File: config.mk
export PLATFORM = sky130hd
export DESIGN_NAME = decoder_scan_sequencer
export DESIGN_NICKNAME = d
export VERILOG_FILES = /design/src/rtl/decoder_scan_sequencer.sv
export SDC_FILE = /design/constraint.sdc
export NUM_CORES = 1
export LEC_CHECK = 0
export ABC_AREA = 1
export BUFFER_PORTS_ARGS = -buffer_cell sky130_fd_sc_hd__buf_4
export CELL_PAD_IN_SITES_DETAIL_PLACEMENT = 0
export CELL_PAD_IN_SITES_GLOBAL_PLACEMENT = 1
export CORE_UTILIZATION = 37
export CTS_BUF_LIST = sky130_fd_sc_hd__clkbuf_4
export DETAILED_ROUTE_END_ITERATION = 12
export GPL_ROUTABILITY_DRIVEN = 1
export PLACE_DENSITY = 0.85
export SKIP_LAST_GASP = 1
export SLEW_MARGIN = 0
export SYNTH_ARGS = -nofsm -noshare
export SYNTH_HDL_FRONTEND = slang
export SYNTH_SLANG_ARGS = --single-unit
File: constraint.sdc
create_clock -name clk -period 1.7 [get_ports clk]
set_input_delay 0.085 -clock clk [delete_from_list [all_inputs] [get_ports clk]]
set_output_delay 0.085 -clock clk [all_outputs]
set_load 0.01 [all_outputs]
File: src/rtl/decoder_scan_sequencer.sv
// Scan sequencer for the 5-to-32 one-hot decoder: walks addr through
// [FIRST_ADDR, LAST_ADDR], holding each address for DWELL cycles.
module decoder_scan_sequencer #(
    parameter int DWELL      = 4,
    parameter int FIRST_ADDR = 0,
    parameter int LAST_ADDR  = 31
) (
    input  logic       clk,
    input  logic       rst_n,
    input  logic       start,
    input  logic       continuous,
    input  logic       hold,
    input  logic       stop,
    output logic [4:0] addr,
    output logic       addr_valid,
    output logic       busy,
    output logic       done,
    output logic [7:0] wrap_cnt
);

    localparam logic [4:0] FIRST      = 5'(FIRST_ADDR);
    localparam logic [4:0] LAST       = 5'(LAST_ADDR);
    localparam logic [7:0] DWELL_LAST = 8'(DWELL - 1);

    typedef enum logic [1:0] {IDLE, SCAN, DONE} state_t;

    state_t     state, state_nx;
    logic [7:0] dwell, dwell_nx;
    logic [4:0] addr_nx;
    logic       valid_nx, busy_nx, done_nx;
    logic [7:0] wrap_nx;
    logic       stop_lat, stop_nx;
    logic       mode, mode_nx;
    logic       stop_req;

    // A stop arriving in the final dwell cycle must end the scan at that boundary.
    assign stop_req = stop_lat | stop;

    always_ff @(posedge clk) begin
        if (!rst_n) begin
            state      <= IDLE;
            addr       <= FIRST;
            addr_valid <= 1'b0;
            busy       <= 1'b0;
            done       <= 1'b0;
            wrap_cnt   <= 8'd0;
            dwell      <= 8'd0;
            stop_lat   <= 1'b0;
            mode       <= 1'b0;
        end else begin
            state      <= state_nx;
            addr       <= addr_nx;
            addr_valid <= valid_nx;
            busy       <= busy_nx;
            done       <= done_nx;
            wrap_cnt   <= wrap_nx;
            dwell      <= dwell_nx;
            stop_lat   <= stop_nx;
            mode       <= mode_nx;
        end
    end

    always_comb begin
        state_nx = state;
        addr_nx  = addr;
        valid_nx = addr_valid;
        busy_nx  = busy;
        done_nx  = 1'b0;
        wrap_nx  = wrap_cnt;
        dwell_nx = dwell;
        stop_nx  = 1'b0;
        mode_nx  = mode;
        case (state)
            IDLE: begin
                if (start && !stop) begin
                    state_nx = SCAN;
                    addr_nx  = FIRST;
                    valid_nx = 1'b1;
                    busy_nx  = 1'b1;
                    dwell_nx = 8'd0;
                    mode_nx  = continuous;
                    wrap_nx  = 8'd0;
                end
            end
            SCAN: begin
                stop_nx = stop_req;
                if (!hold) begin
                    if (dwell == DWELL_LAST) begin
                        dwell_nx = 8'd0;
                        if (stop_req || (addr == LAST && !mode)) begin
                            state_nx = DONE;
                            valid_nx = 1'b0;
                            busy_nx  = 1'b0;
                            done_nx  = 1'b1;
                            addr_nx  = FIRST;
                            stop_nx  = 1'b0;
                        end else if (addr == LAST) begin
                            addr_nx = FIRST;
                            if (wrap_cnt != 8'hFF)
                                wrap_nx = wrap_cnt + 8'd1;
                        end else begin
                            addr_nx = addr + 5'd1;
                        end
                    end else begin
                        dwell_nx = dwell + 8'd1;
                    end
                end
            end
            DONE: begin
                state_nx = IDLE;
            end
            default: begin
                state_nx = IDLE;
            end
        endcase
    end

endmodule

---- Word-level counts from Yosys, hierarchy flattened ----
Index checks and enable logic that the tools add are counted.
storage, ports and cells
  register bits ........................... 27
  input port bits ......................... 6
  output and inout bits ................... 16
  word-level logic and storage cells ...... 71
operators by class
  $add $sub $neg .......................... 3
  eq/ne operators ......................... 11
  mux-type cells .......................... 30
  bitwise logic cells ..................... 4
  reductions and logical operators ........ 15
operators by type and width
  cell                   count
  $mux W8                8
  $pmux W8 S2            2
  $mux W5                5
  $add A8 B1 Y8 const B  2
  $ne A2 B2 Y1 const B   7
  $pmux W5 S2            1
  $eq A8 B2 Y1 const B   1
  $mux W1                8
  $mux W2                4
  $ne A8 B8 Y1 const B   1
  $reduce_and A4 Y1      2
  $reduce_and A7 Y1      1
  $add A5 B1 Y5 const B  1
  $eq A5 B5 Y1 const B   1
  $reduce_and A5 Y1      1
  $pmux W2 S2            1
  $reduce_and A2 Y1      2
  $reduce_or A4 Y1       1
  $not A1 Y1             3
  $reduce_and A3 Y1      1
  $eq A2 B1 Y1 const B   1
  $logic_and A1 B1 Y1    2
  $logic_not A1 Y1       2
  $logic_not A2 Y1       1
  other kinds (4)        4

---- Depth between registers and ports, before layout ----
Gate-level depths: netlist of run 1.
  depth after elaboration ................. 7
  mapped depth ............................ 14
  mapped depth without buffers ............ 14

---- Worst setup path after synthesis of run 1 ----
No wires, ideal clock.
  path kind ............................... register to register
  start point ............................. register addr[0]
  end point ............................... register wrap_cnt[5]
  setup time .............................. 0.109 ns
  arrival ................................. 1.595 ns
  data required time ...................... 1.591 ns
  slack ................................... -0.004 ns
  cell stages (with the launch flop) ...... 14
  buffers on the path ..................... 0
  period minus slack after synthesis ...... 1.704 ns
  path through ............................ dfxtp_1 -> ha_1 -> nand2_1 -> nor2_1 -> ha_1 -> inv_1 -> nor2_1 -> nand3_1 -> nand2_1 -> nand2_1 -> o21bai_1 -> nand2_1 -> nand2_1 -> inv_1
on the way
  cells in the longest elaborated chain, start to end .. 5
  elaborated cells on any way between the ends .. 6
  those cells by class .................... eq/ne (3); reduce/logical (3)
ends and longest elaborated chain
  item                                  line    RTL
  from (decl)                           14      output logic [4:0] addr,
  from (signal assigned)                52      addr <= addr_nx;
  $eq A5 B5 Y1 *                        90, 97
  $logic_and A1 B1 Y1                   90      if (stop_req || (addr == LAST && !mode)) begin
  $logic_or A1 B1 Y1                    90
  $ne A2 B2 Y1 (no source line)         n/a
  $reduce_and A7 Y1 (no source line) *  n/a
  to (signal assigned)                  56      wrap_cnt <= wrap_nx;
  to (decl)                             18      output logic [7:0] wrap_cnt
Every way passes the cells marked *; elsewhere a longest branch is shown, timed or not.
A chain may end at the register's enable or synchronous reset.

---- Worst setup path in the final report of run 1 ----
Ends and elaborated chain as after synthesis.

==> results of run 1 <==
==> per-layer routing <==
metal | vias to the layer above | wire [um] | track usage (%)
met5 | - | 0 | 0
met4 | 0 | 30 | 5.83
met3 | 2 | 113 | 3.70
met2 | 21 | 1460 | 26.8
met1 | 634 | 1740 | 25.6
li1 | 789 | - | -
==> logic make-up (layout without fill, tap and decap cells) <==
family	count (synthesis)	in the layout	synth area share [%]
AND/OR/NAND/NOR	132	132	39.6
buffers and inverters	30	71	8.00
flip-flops	27	27	37.2
AO/OA/AOI/OAI	25	25	9.38
adder cells (fa/ha/maj)	4	4	3.44
XOR/XNOR	4	4	2.41
==> cell usage in the layout (no fill, tap or decap), drive strengths merged, types with 4 or more instances in the layout <==
master / netlist / routed
nand2: 56 / 56
nor2: 43 / 43
buf: 1 / 37
inv: 28 / 28
dfxtp: 27 / 27
nand3: 18 / 18
a21oi: 14 / 14
o21ai: 8 / 8
nor3: 5 / 5
xor2: 4 / 4
clkbuf: 0 / 4
ha: 4 / 4
==> path summary, 6_finish.rpt <==
check	startpoint	end	cells after the start
worst max-delay path	addr[0]	wrap_cnt[5]	14
worst min-delay path	continuous	mode	3
worst max register to register	addr[0]	wrap_cnt[5]	14
worst min register to register	busy	busy	2
==> through the flow <==
| step | util (%) | hold slack, ns | instances | setup TNS, ns | cell area (um2) |
|---|---|---|---|---|---|
| after floorplan | - | 0.163 | 222 | 0 | 1450 |
| after global routing | 52.3 | 0.0232 | 311 | -0.300 | 1940 |
| after detailed placement | 47.4 | 0.271 | 303 | -0.456 | 1760 |
| final | 52.3 | 0.0206 | 311 | 0 | 1940 |
| after CTS | 49.8 | 0.0196 | 310 | -0.0291 | 1850 |
| after global placement | 47.4 | 0.274 | 303 | 0 | 1760 |
==> final cells by class <==
class	count	area, um2
repair buffers	38	292
clock buffers	4	30.0
well taps	48	60.1
flip-flops and latches	27	548
inverters	29	111
multi-input cells	165	903
fillers	398	1770
==> state kept, by name (all words and copies together), names as in the netlist <==
signal and count:
dwell 8, state 2, addr 5, busy 1, done 1, stop_lat 1, wrap_cnt 8, mode 1
==> what timing repair did <==
action,in CTS,in global routing
endpoints found under the setup margin,8,23
cloned,0,0
setup buffers,2,1
pin swaps,6,7
hold endpoints to repair,1,0
gates resized for setup,13,26
hold buffers,1,0
==> worst max-delay path: stages (launching register included) <==
cell      delay [ns]
dfxtp_2         0.37
ha_4            0.17
nand2_4         0.07
nor2_4          0.04
ha_4            0.16
buf_6           0.12
nand2_4         0.06
nand3_2         0.06
nand2_1         0.08
nand2_2         0.07
o21bai_1        0.13
buf_4           0.15
nand2_2         0.05
nand2_2         0.05
inv_2           0.02
==> where the power goes <==
group / leakage (uW) / internal, uW / total [uW] / switching [uW]
Clock: 0.0000184 / 108 / 302 / 195
Sequential: 0.000221 / 689 / 741 / 52.2
Combinational: 0.000586 / 213 / 517 / 305
==> metrics.txt, run 1 <==
pre-CTS setup slack -0.142 ns; setup violators final 0; syn_nets between 200 and 250; final hold vios 0; max_cap viols 0; Final Cycle Share 97.4%; #FFs+latches synth 27; post-synthesis sequential area ratio between 30 and 40%; Starting Density 39.1%; outcome complete, no violations; top-area cell type share of the netlist area a little under two fifths; area of the die between 4000 and 5000 um2; vias per inst between 4 and 5; Row Count 22; dpl hpwl 2460 um; vias in the first global route ~1300; Worst EP arrival about 1.9 ns; Synth area leaders dfxtp_1 37%, nand2_1 14%, nor2_1 11%; Synth cell types 24; Ys Warns 0; # port buffers 21; Worst slew margin approximately four fifths; Die H between 60 and 70 um; initial antenna violation count 0; PwrDens about 800 nW/um2; area growth from synthesis to layout 33.7%; Peak Freq 604 MHz; CTS tree yes; GRT Total Usage between 15 and 20%; Max H-tree Level 1; CTS buffer count 3; fin crit period 1.66 ns; DRT Wirelength around 3300 um; number of synthesized flops with an enable pin 0; via count about 1400; Core ar. 3720 um2; Worst Path Required 1.95 ns; ANT nets after route 0; first-pass detailed-route iteration total 4; Max Slew Vio Count 0; Clock Latency Late Sink between 0.3 and 0.4 ns; CP endpoint kind register; Least-Margin Pin Slew 0.301 ns; overall power about 1600 uW; largest net degree at the start of global routing 15; drt drc 0; r2r setup slk 0.04 ns; Post-Syn Area 1450 um2; most frequent cell after synthesis nand2_1; area leader, netlist dfxtp_1; hold crit path type in2reg; gr ovfl total 0; CP max FO 4; n_diodes 0; first-pass GRT wire length 5830 um; CP Launch Type register; RSZ-0062 raised after global routing yes; Final Wtd Congestion 0.787; top_reg_cell synth dfxtp_1; clk root buf clkbuf_4; DR WL/cell roughly 11 um; Syn Area/Cell ~6.5 um2; Die W between 60 and 70 um; ys async rst share 0%; Clock Tree Buf Depth 2; Post-Synthesis Cells about 220; Sink Count 27; Final Net Count roughly 270; kind of critical path reg2reg; maximum VDD drop between 0.4 and 0.5 mV; Worst-path clk slew 0.15 ns; share of layout cells above drive strength 1 ~29%; commonest cells in the netlist 53 x nand2_1, 41 x nor2_1, 28 x inv_1; LEAKAGE approximately 0.00083 uW; setup ws final roughly 0.045 ns; initial detailed-routing violation count 38; Worst Skew roughly 0.0024 ns; I/O Pins 22
Power figures use the tool's default switching activity.
==> run 2: changes to the inputs <==
==> constraint.sdc (replaced) <==
create_clock -name clk -period 1.7 [get_ports clk]
set_input_delay 0.34 -clock clk [delete_from_list [all_inputs] [get_ports clk]]
set_output_delay 0.34 -clock clk [all_outputs]
set_load 0.01 [all_outputs]
==> metrics.txt, run 2 (synthesis gave the netlist of run 1 again) <==
Peak Freq 590 MHz (was 604 MHz); fin crit period 1.70 ns (was 1.66 ns); initial detailed-routing violation count 68 (was 38); Least-Margin Pin Slew 0.285 ns (was 0.301 ns); drt drc 0 (unchanged); worst hold endpoint done (was mode); setup TNS 0 ns (unchanged); initial antenna violation count 0 (unchanged); Max Slew Vio Count 0 (unchanged); first-pass GRT wire length 5770 um (was 5830 um); Final Cycle Share 99.8% (was 97.4%); GRT Total Usage 17.6% (was 18.0%); most frequent cells in the layout 50 x nand2_1, 38 x nor2_1, 36 x buf_4, 25 x inv_1, 23 x dfxtp_1 (was 46 x nand2_1, 38 x nor2_1, 36 x buf_4, 23 x inv_1, 23 x dfxtp_1); Reg area 546 um2 (was 548 um2); area of the multi-input gates 858 um2 (was 903 um2); r2r setup slk 0.004 ns (was 0.04 ns); area of the die 4180 um2 (unchanged); maximum VDD drop 0.328 mV (was 0.431 mV); Die H 64.7 um (unchanged); commonest non-fill, non-tap cell in the layout nand2_1 (unchanged); clk root buf clkbuf_4 (unchanged); Clock Tree Buf Depth 2 (unchanged); fill count 419 (was 398); Die W 64.7 um (unchanged); RR Startpoint addr[0] (unchanged); hold crit path type in2reg (unchanged); outcome complete, no violations (unchanged); gr ovfl total 0 (unchanged); share of layout cells above drive strength 1 24.9% (was 28.5%); DR WL/cell 10.7 um (about the same); n_diodes 0 (unchanged); CP max FO 3 (was 4); final hold vios 0 (unchanged); Max H-tree Level 1 (unchanged); LEAKAGE 0.000794 uW (was 0.000826 uW); Starting Density 39.1% (unchanged); RSZ-0062 raised after global routing yes (unchanged); hold path start hold (was continuous); first-pass detailed-route iteration total 4 (unchanged); Final Wtd Congestion 0.778 (was 0.787); Fin Hold WS 0.170 ns (was 0.0206 ns); Clock Latency Late Sink 0.32 ns (about the same); area growth from synthesis to layout 29.0% (was 33.7%); CTS buffer count 3 (unchanged); kind of critical path reg2reg (unchanged); R2R depth 13 (was 14); largest net degree at the start of global routing 15 (unchanged); DRT Wirelength 3300 um (was 3340 um); vias per inst 4.65 (about the same); I/O Pins 22 (unchanged); dpl hpwl 2480 um (was 2460 um); setup ws final 0.00387 ns (was 0.0446 ns); Worst Skew 0.00402 ns (was 0.00244 ns); CTS tree yes (unchanged); largest registers dwell: 8 flops, wrap_cnt: 8 flops, addr: 5 flops (unchanged); r2r endpoint wrap_cnt[0] (was wrap_cnt[5]); Row Count 22 (unchanged); # port buffers 21 (unchanged); CP Launch Type register (unchanged); Worst Path Required 1.97 ns (was 1.95 ns); Worst-path clk slew 0.15 ns (about the same); PwrDens 830 nW/um2 (was 803 nW/um2); ANT nets after route 0 (unchanged); pre-CTS setup slack -0.0565 ns (was -0.142 ns); vias in the first global route 1249 (was 1303); Core ar. 3720 um2 (unchanged); max_cap viols 0 (unchanged); setup violators final 0 (unchanged); Final Net Count 272 (was 274); Sink Count 27 (unchanged); worst hold path depth 2 (was 3); Worst slew margin 81.0% (was 79.8%); Worst EP arrival 1.97 ns (was 1.91 ns); CP endpoint kind register (unchanged); via count 1438 (was 1446)
[run 2: changes by cell type in the layout (fill, tap and decap cells not counted), sizes merged]
cell / previous run / this run
buf: 37 / 36
dlygate4sd3: 1 / 0
[run 2: worst max-delay path, cell delays in order, from the launching register on]
cell and delay [ns]:
dfxtp_2 0.39, ha_4 0.14, nand2_2 0.06, nor2_2 0.08
ha_2 0.20, inv_2 0.04, nor2_2 0.06, nand3_1 0.07
nand2_1 0.09, nand2_2 0.07, buf_4 0.14, nor2_2 0.15
nor2_1 0.06, a21oi_1 0.10
[run 2: worst max-delay path by stage]
stage / from / to / slack, ns / cells after the start
5_1_grt: addr[0] / wrap_cnt[5] / -0.21 / 14
3_3_place_gp: addr[0] / wrap_cnt[7] / 0.006 / 13
3_5_place_dp: addr[0] / wrap_cnt[7] / -0.06 / 13
2_1_floorplan: addr[0] / wrap_cnt[7] / 0.004 / 13
4_1_cts: addr[0] / wrap_cnt[5] / 0.006 / 14
6_report: addr[0] / wrap_cnt[0] / 0.004 / 13
[run 2: layout make-up]
cell class / instances / share of cell area [%]
well taps: 48 / 3.20
repair buffers: 36 / 14.4
flip-flops and latches: 27 / 29.1
multi-input cells: 165 / 45.8
clock buffers: 4 / 1.60
inverters: 29 / 5.94
[run 2: what timing repair did]
action                                  in CTS  in global routing
buffers inserted                             0                  1
pin swaps                                    0                  3
endpoints found under the setup margin       5                 22
hold buffers                                 0                  0
resized for setup                            9                 15
[run 2: routing by layer]
layer | vias to the layer above | global-route usage [%] | part of all wire (%)
met1 | 628 | 26.2 | 54
met3 | 2 | 2.11 | 2.8
met4 | 0 | 5.83 | 0.88
li1 | 782 | - | -
met5 | - | 0 | 0
met2 | 26 | 26.1 | 43
[run 2: stage by stage]
step           utilization, %  total power [uW]  cells  area [um2]
6_report                 50.5              1560    309        1880
5_1_grt                  50.5              1670    309        1880
4_1_cts                  49.0              1530    308        1820
3_5_place_dp             47.6              1220    304        1770
3_3_place_gp             47.6              1220    304        1770
2_1_floorplan               -              1030    222        1450
[run 2: power breakdown]
group	switching (uW)	total, uW	internal (uW)
Clock	195	302	108
Sequential	49.5	738	688
Combinational	306	517	211
Total	550	1560	1010
==> run 3: changes to the inputs <==
--- a/config.mk
+++ b/config.mk
@@ -9,11 +9,13 @@
 export BUFFER_PORTS_ARGS = -buffer_cell sky130_fd_sc_hd__buf_4
 export CELL_PAD_IN_SITES_DETAIL_PLACEMENT = 0
 export CELL_PAD_IN_SITES_GLOBAL_PLACEMENT = 1
-export CORE_UTILIZATION = 37
+export CORE_UTILIZATION = 25
 export CTS_BUF_LIST = sky130_fd_sc_hd__clkbuf_4
 export DETAILED_ROUTE_END_ITERATION = 12
 export GPL_ROUTABILITY_DRIVEN = 1
-export PLACE_DENSITY = 0.85
+export PLACE_DENSITY = 0.64
+export SETUP_SLACK_MARGIN = 0.05
+export SKIP_CTS_REPAIR_TIMING = 1
 export SKIP_LAST_GASP = 1
 export SLEW_MARGIN = 0
 export SYNTH_ARGS = -nofsm -noshare
==> metrics.txt, run 3 (synthesis gave the netlist of run 1 again) <==
Clk pwr share 18.6% (was 19.4%); final hold vios 0 (unchanged); first-pass detailed-route iteration total 4 (unchanged); DRT Wirelength 3770 um (was 3300 um); largest net degree at the start of global routing 16 (was 15); share of layout cells above drive strength 1 29.3% (was 24.9%); Clock Latency Late Sink 0.34 ns (was 0.32 ns); overall power 1620 uW (was 1560 uW); Worst-path clk slew 0.16 ns (was 0.15 ns); CP endpoint kind register (unchanged); DR WL/cell 11.2 um (was 10.7 um); LEAKAGE 0.000831 uW (was 0.000794 uW); combinational power share 36.0% (was 33.2%); initial antenna violation count 0 (unchanged); kind of critical path reg2reg (unchanged); Worst slew margin 83.2% (was 81.0%); Clock Tree Buf Depth 2 (unchanged); CTS tree yes (unchanged); Final Wtd Congestion 0.739 (was 0.778); r2r setup slk 0.02 ns (was 0.004 ns); fin crit period 1.68 ns (was 1.70 ns); vias in the first global route 1317 (was 1249); commonest non-fill, non-tap cell in the layout nand2_1 (unchanged); RSZ-0062 raised after global routing yes (unchanged); largest registers dwell: 8 flops, wrap_cnt: 8 flops, addr: 5 flops (unchanged); CTS buffer count 3 (unchanged); vias per inst 4.44 (was 4.65); maximum VDD drop 0.489 mV (was 0.328 mV); dpl hpwl 2870 um (was 2480 um); RR Startpoint addr[1] (was addr[0]); first-pass GRT wire length 6110 um (was 5770 um); Sink Count 27 (unchanged); Least-Margin Pin Slew 0.251 ns (was 0.285 ns); Worst Skew 0.00796 ns (was 0.00402 ns); Final Net Count 277 (was 272); Layout Utilization 36.0% (was 50.5%); fill count 627 (was 419); CP Launch Type register (unchanged); Worst EP arrival 1.93 ns (was 1.97 ns); Core ar. 5540 um2 (was 3720 um2); via count 1502 (was 1438); Die W 78.3 um (was 64.7 um); initial detailed-routing violation count 34 (was 68); CP max FO 5 (was 3); clk root buf clkbuf_4 (unchanged); Final Cycle Share 98.9% (was 99.8%); Starting Density 26.2% (was 39.1%); Worst Setup SP addr[1] (was addr[0]); n_diodes 0 (unchanged); ANT nets after route 0 (unchanged); setup violators final 0 (unchanged); Max Slew Vio Count 0 (unchanged); Max H-tree Level 1 (unchanged); most frequent cells in the layout 48 x nand2_1, 39 x buf_4, 37 x nor2_1, 26 x inv_1, 22 x dfxtp_1 (was 50 x nand2_1, 38 x nor2_1, 36 x buf_4, 25 x inv_1, 23 x dfxtp_1); sequential power share 45.4% (was 47.4%); PwrDens 814 nW/um2 (was 830 nW/um2); setup TNS 0 ns (unchanged); hold path start hold (unchanged); hold crit path type in2reg (unchanged); switching part of the total power 36.8% (was 35.3%); drt drc 0 (unchanged); area growth from synthesis to layout 37.0% (was 29.0%); outcome complete, no violations (unchanged); gr ovfl total 0 (unchanged); Worst Path Required 1.95 ns (was 1.97 ns); NetSw 596 uW (was 550 uW); Row Count 27 (was 22); max_cap viols 0 (unchanged); # port buffers 21 (unchanged); Peak Freq 595 MHz (was 590 MHz); I/O Pins 22 (unchanged); Die H 78.3 um (was 64.7 um); internal power 1030 uW (was 1010 uW); GRT Total Usage 12.7% (was 17.6%); area of the die 6120 um2 (was 4180 um2)
==> run 3: final timing paths <==
check	end	depth (start not counted)
max reg2reg	wrap_cnt[7]	13
min reg2reg	busy	2
max	wrap_cnt[7]	13
min	done	2
==> run 3: cell type report <==
cell class | count | area [um2] | area share [%]
Clock buffer | 3 | 22.5 | 1.13
Inverter | 29 | 111 | 5.59
Clock inverter | 1 | 5.00 | 0.251
Tap cell | 72 | 90.1 | 4.52
Multi-Input combinational cell | 165 | 901 | 45.2
Sequential cell | 27 | 547 | 27.4
Timing Repair Buffer | 41 | 315 | 15.8
==> run 3: metal layers <==
| layer | vias to the layer above | global-route usage (%) | routed length, um |
|---|---|---|---|
| met4 | 0 | 2.22 | 21 |
| li1 | 795 | - | - |
| met5 | - | 0 | 0 |
| met2 | 20 | 22.0 | 1820 |
| met3 | 2 | 3.49 | 129 |
| met1 | 685 | 15.6 | 1800 |
==> run 3: metrics by stage <==
step                hold WS [ns]  setup WS (ns)  instances  instance area, um2
floorplan                  0.418         0.0679        222                1460
global placement           0.452        0.00310        333                1840
detailed placement         0.459        -0.0259        333                1840
CTS                        0.161        -0.0378        337                1870
global route               0.142         -0.136        338                1990
finish                     0.164         0.0184        338                1990
==> run 3: critical path, stage by stage (launching register included) <==
cell,delay (ns)
dfxtp_2,0.38
ha_4,0.14
nand2_2,0.07
nor2_4,0.12
ha_4,0.16
inv_2,0.04
nor2_1,0.08
nand3_1,0.09
nand2_2,0.10
nand2_4,0.08
inv_4,0.07
nand2_1,0.12
nand3_1,0.09
o21ai_0,0.07
==> run 3: power by group through the flow <==
stage	logic (uW)	clock network (uW)	registers, uW
floorplan	274	0	758
global placement	531	0	742
global route	657	351	745
CTS	532	321	730
finish	584	301	736
detailed placement	528	0	744
